$ cat config.mk
export PLATFORM = sky130hd
export DESIGN_NAME = sample_sequencer
export DESIGN_NICKNAME = d
export VERILOG_FILES = /design/src/rtl/sample_sequencer.sv
export SDC_FILE = /design/constraint.sdc
export NUM_CORES = 1
export LEC_CHECK = 0
export CAP_MARGIN = 20
export CORE_UTILIZATION = 55
export CTS_BUF_LIST = sky130_fd_sc_hd__clkbuf_8
export DETAILED_ROUTE_END_ITERATION = 16
export DONT_BUFFER_PORTS = 1
export GPL_TIMING_DRIVEN = 0
export PLACE_DENSITY_LB_ADDON = 0.1
export SYNTH_ARGS = -nofsm -noshare
export SYNTH_HDL_FRONTEND = slang
export SYNTH_SLANG_ARGS = --single-unit
$ cat constraint.sdc
create_clock -name sysclk -period 2.15 [get_ports sysclk]
set_input_delay 0.43 -clock sysclk [delete_from_list [all_inputs] [get_ports sysclk]]
set_output_delay 0.43 -clock sysclk [all_outputs]
set_load 0.01 [all_outputs]
$ cat src/rtl/sample_sequencer.sv
`timescale 1ns/1ps
`default_nettype none
// ============================================================================
//  Module   : sample_sequencer
//  Brief    : Per-sample ADC -> processor -> DAC/PWM controller with channel
//             selection, ADC timeout and dropped-tick accounting.
//  Revision : 1.0 - initial release
// ============================================================================
module sample_sequencer #(
    parameter int DW       = 10,
    parameter int PROC_LAT = 2,
    parameter int TIMEOUT  = 2047
) (
    input  logic          sysclk,
    input  logic          rst_n,
    input  logic          enable,
    input  logic          tick,
    input  logic [1:0]    chan_mode,
    output logic          adc_start,
    output logic          adc_channel,
    input  logic [DW-1:0] adc_data,
    input  logic          adc_data_valid,
    output logic [DW-1:0] proc_in,
    input  logic [DW-1:0] proc_out,
    output logic [DW-1:0] dac_data,
    output logic          dac_load,
    output logic          busy,
    output logic          timeout_err,
    output logic [7:0]    overrun_cnt,
    input  logic          err_clr
);

    localparam int                 c_TO_W     = 12;
    localparam int                 c_LAT_W    = (PROC_LAT > 1) ? $clog2(PROC_LAT) : 1;
    localparam logic [c_TO_W-1:0]  c_TO_LAST  = c_TO_W'(TIMEOUT - 1);
    localparam logic [c_LAT_W-1:0] c_LAT_LOAD = c_LAT_W'(PROC_LAT - 1);
    localparam logic [7:0]         c_OVR_MAX  = 8'hFF;

    typedef enum logic [2:0] {
        S_IDLE      = 3'd0,
        S_START     = 3'd1,
        S_ADC_WAIT  = 3'd2,
        S_PROC_WAIT = 3'd3,
        S_LOAD      = 3'd4
    } state_t;

    state_t               r_state;
    state_t               w_next;

    logic [c_TO_W-1:0]    r_to_cnt;
    logic [c_LAT_W-1:0]   r_lat_cnt;
    logic                 r_alt;
    logic                 r_adc_start;
    logic                 r_adc_channel;
    logic [DW-1:0]        r_proc_in;
    logic [DW-1:0]        r_dac_data;
    logic                 r_dac_load;
    logic                 r_timeout_err;
    logic [7:0]           r_overrun_cnt;

    logic                 w_accept;
    logic                 w_drop;
    logic                 w_capture;
    logic                 w_to_hit;
    logic                 w_lat_done;

    // Ticks only count as drops while enabled; with enable low they are simply ignored.
    assign w_accept   = (r_state == S_IDLE) && tick && enable;
    assign w_drop     = (r_state != S_IDLE) && tick && enable;
    assign w_capture  = (r_state == S_ADC_WAIT) && adc_data_valid;
    assign w_to_hit   = (r_state == S_ADC_WAIT) && !adc_data_valid && (r_to_cnt == c_TO_LAST);
    assign w_lat_done = (r_state == S_PROC_WAIT) && (r_lat_cnt == '0);

    always_ff @(posedge sysclk or negedge rst_n) begin
        if (!rst_n) begin
            r_state <= S_IDLE;
        end else begin
            r_state <= w_next;
        end
    end

    always_comb begin
        w_next = r_state;
        case (r_state)
            S_IDLE: begin
                if (w_accept) begin
                    w_next = S_START;
                end
            end
            S_START: begin
                w_next = S_ADC_WAIT;
            end
            S_ADC_WAIT: begin
                if (w_capture) begin
                    w_next = S_PROC_WAIT;
                end else if (w_to_hit) begin
                    w_next = S_IDLE;
                end
            end
            S_PROC_WAIT: begin
                if (w_lat_done) begin
                    w_next = S_LOAD;
                end
            end
            S_LOAD: begin
                w_next = S_IDLE;
            end
            default: begin
                w_next = S_IDLE;
            end
        endcase
    end

    // Start pulse and DAC strobe are registered so they come out of reset at 0.
    always_ff @(posedge sysclk or negedge rst_n) begin
        if (!rst_n) begin
            r_adc_start <= 1'b0;
            r_dac_load  <= 1'b0;
            r_dac_data  <= '0;
            r_proc_in   <= '0;
            r_to_cnt    <= '0;
            r_lat_cnt   <= '0;
        end else begin
            r_adc_start <= (r_state == S_START);
            r_dac_load  <= w_lat_done;

            if (w_lat_done) begin
                r_dac_data <= proc_out;
            end

            if (r_state == S_START) begin
                r_to_cnt <= '0;
            end else if ((r_state == S_ADC_WAIT) && !w_capture && !w_to_hit) begin
                r_to_cnt <= r_to_cnt + 1'b1;
            end

            if (w_capture) begin
                r_proc_in <= adc_data;
                r_lat_cnt <= c_LAT_LOAD;
            end else if ((r_state == S_PROC_WAIT) && (r_lat_cnt != '0)) begin
                r_lat_cnt <= r_lat_cnt - 1'b1;
            end
        end
    end

    always_ff @(posedge sysclk or negedge rst_n) begin
        if (!rst_n) begin
            r_adc_channel <= 1'b0;
            r_alt         <= 1'b0;
        end else if (w_accept) begin
            case (chan_mode)
                2'b00: r_adc_channel <= 1'b0;
                2'b01: r_adc_channel <= 1'b1;
                2'b10: begin
                    r_adc_channel <= r_alt;
                    r_alt         <= ~r_alt;
                end
                default: r_adc_channel <= 1'b1;
            endcase
        end
    end

    // A clear request overrides a same-cycle timeout or drop.
    always_ff @(posedge sysclk or negedge rst_n) begin
        if (!rst_n) begin
            r_timeout_err <= 1'b0;
            r_overrun_cnt <= '0;
        end else if (err_clr) begin
            r_timeout_err <= 1'b0;
            r_overrun_cnt <= '0;
        end else begin
            if (w_to_hit) begin
                r_timeout_err <= 1'b1;
            end
            if (w_drop && (r_overrun_cnt != c_OVR_MAX)) begin
                r_overrun_cnt <= r_overrun_cnt + 1'b1;
            end
        end
    end

    assign adc_start   = r_adc_start;
    assign adc_channel = r_adc_channel;
    assign proc_in     = r_proc_in;
    assign dac_data    = r_dac_data;
    assign dac_load    = r_dac_load;
    assign busy        = (r_state != S_IDLE);
    assign timeout_err = r_timeout_err;
    assign overrun_cnt = r_overrun_cnt;

endmodule
`default_nettype wire

==> flow_metrics.tcl <==
set metrics [dict create \
    die_y_um 64.6 \
    ys_top_cells_by_count "49 x dfrtp_1, 21 x mux2_2, 11 x nor2_1" \
    setup_viol 0 \
    ys_types 35 \
    power.share.combinational 0.206 \
    clock-skew-final_ns 0.00487 \
    ioPinCount 61 \
    ff2ff_path_depth 4 \
    endpoint_kind "flop" \
    globalplace.congestion 0.871 \
    p_switching_w 0.000895 \
    synthesis.instances 179 \
    h-tree-depth 2 \
    worstHoldPathType "primary input to flop" \
    p_int_w 0.00198 \
    pre_cts_ws_ns 0.320 \
    synth-edff-count 0 \
    area_delta_synth_final_pct 10.7 \
    grt_pass1_vias 1432 \
    final_antenna_net_count 0 \
    die-area_mm2 0.00418 \
    use_met2 0.349 \
    crit_chain "nor4b_4 > nand4_1 > o311ai_0 > o41ai_1" \
    cts_resized 0 \
    yosysTopAreaCell "dfrtp_1" \
    critical_path_peak_fanout 7 \
    grt_use_met1 0.231 \
    max-cap-violations 0 \
    numCtsBuffers 5 \
    antenna_cells 0 \
    yosysWarningCount 0 \
    vias 1423 \
    syn_avg_cell_area_um2 12.1 \
    crit_start "r_state[2]" \
    stdcell_count 237 \
    dp.cells 227 \
    worst_path_largest_cell_delay_ns 0.48 \
    drt_wl_total_um 3850 \
    synthTopCellsByArea "dfrtp_1 57%, mux2_2 11%, xor2_1 2.8%" \
    worstPathRequired_ns 2.32 \
    critPathArrivalTime_ns 2.01 \
    rsz0062_at_grt "no" \
    overflow 0 \
    slew_headroom 0.503 \
    tritoncts "yes" \
    clockBufferDepth 2 \
    dp_hpwl_um 2730 \
    synth_top_area_share 0.568 \
    cts.sinks 49 \
    fin_ws_ns 0.306 \
    report.final.slew_viol_count 0 \
    firstDrtPassIters 4 \
    busiest_layer "met2" \
    crit_type "flop to flop" \
    vdd_drop_max_v 0.000813 \
    clkLatencyLatePin_ns 0.29 \
    p_per_area_mw_per_mm2 1200 \
    hold_violations 0 \
    io_buffers 0 \
    viasPerCell 6.00 \
    drive_gt1_frac 0.185 \
    cp_slowest_cell "dfrtp_1" \
    yosysSeqAreaShare 0.568 \
    rows 22 \
    start_util 0.581 \
    max_freq_mhz 542 \
    r2r_start "r_state[2]" \
    final.period_utilization 0.858 \
    status "finished, final reports clean" \
    antenna_found_initial 0 \
    grt_pass1_wl_um 6390 \
    core_mm2 0.00372 \
    reg2reg_slack_ns 0.31 \
    pwr-share-seq 0.534 \
    synthMostInstantiatedCell "dfrtp_1" \
    grt_max_degree 50 \
    cts_root_buf "clkbuf_8" \
    detail_route.drc_violations 0 \
    ys_ff_latch 49 \
    p_clk_frac 0.261 \
    path_clk_slew_ns 0.08 \
    swShare 0.311 \
    drt-initial-drc-count 74 \
    syn_area_mm2 0.00216 \
    fin_nets 219 \
    die_x_um 64.6 \
    startpoint_type "flop" \
    worst_pin_slew_ns 0.742 \
    layout_min_cycle_time_ns 1.84 \
    track_usage 0.203 \
    wl_per_cell_um 16.2 \
    leakage_nw 1.03 \
    met3_usage 0.0704 \
    rr_endpoint "r_to_cnt[6]" \
    synth_nets 210 \
    async_flop_share 1.00 \
    endpoint "r_to_cnt[6]" \
    timing.setup.tns_ns 0 \
    ys.flop_type "dfrtp_1" \
]
-- layout by cell type, fill, tap and decap left out, types with 3 or more instances in the layout --
master,netlist,layout
or3_1,4,4
inv_1,4,4
nand4_1,5,5
nor2_1,11,11
nand2_1,10,10
o21ai_0,9,9
dfrtp_1,49,49
ha_1,3,3
a21oi_1,8,8
xor2_1,7,7
mux2_2,21,21
mux2i_1,3,3
clkbuf_8,0,5
nand3_1,8,8
nor3_1,5,5
o311ai_0,3,3
-- area by class of cell --
class / instances / area, µm²
clock buffers: 5 / 68.8
fillers: 280 / 1330
multi-input cells: 123 / 903
clock inverters: 3 / 65.1
well taps: 48 / 60.1
inverters: 4 / 15.0
repair buffers: 2 / 37.5
flip-flops and latches: 49 / 1230
plain buffers: 3 / 13.8
-- metrics by stage --
step / total power [W] / instance area (µm²) / hold slack, ns / utilization
floorplan: 0.00197 / 2160 / 0.134 / -
global placement: 0.00208 / 2220 / 0.135 / 0.597
detailed placement: 0.00213 / 2220 / 0.136 / 0.597
CTS: 0.00290 / 2390 / 0.274 / 0.643
global route: 0.00303 / 2390 / 0.262 / 0.643
finish: 0.00287 / 2390 / 0.283 / 0.643
-- power by group through the flow --
stage / sequential [W] / clock (W) / combinational, W
after floorplan: 0.00149 / 0 / 0.000486
after global placement: 0.00153 / 0 / 0.000545
after detailed placement: 0.00155 / 0 / 0.000578
after CTS: 0.00153 / 0.000766 / 0.000604
after global routing: 0.00157 / 0.000803 / 0.000661
final: 0.00153 / 0.000749 / 0.000591
-- layer usage --
metal,wire length (µm),up-vias
met2,1950,45
li1,-,679
met3,247,4
met5,0,-
met1,1610,695
met4,36,0
-- cells by family after synthesis --
group	Yosys count	synth area share
mux	24	0.123
flops	49	0.568
buf+inv	7	0.0133
simple gates	57	0.151
compound gates	32	0.0986
fa+ha+maj	3	0.0174
xor+xnor	7	0.0284
-- sequential cells by signal, summed over array words and instances, names as in the netlist --
signal	cells
overrun_cnt	8
timeout_err	1
adc_channel	1
r_to_cnt	12
dac_load	1
adc_start	1
dac_data	10
proc_in	10
r_alt	1
r_state	3
r_lat_cnt	1
-- timing repair --
item | 4_1_cts | 5_1_grt
hold buffers | 2 | 0
setup buffers | 0 | 0
hold endpoints to repair | 49 | 0
-- critical path, delay by kind of cell (launching register included) --
| kind | cells | cell delay [ns] |
|---|---|---|
| compound gates | 2 | 0.50 |
| simple gates | 2 | 0.74 |
| flops | 1 | 0.48 |
-- how the worst min path moves through the flow --
stage,startpoint,to,cells past startpoint
floorplan,rst_n,adc_channel,0
global placement,rst_n,dac_load,0
detailed placement,rst_n,dac_load,0
CTS,adc_data[6],proc_in[6],1
global route,adc_data[6],proc_in[6],1
finish,proc_out[0],dac_data[0],1
Note: power is estimated with default switching activity, not from simulation.
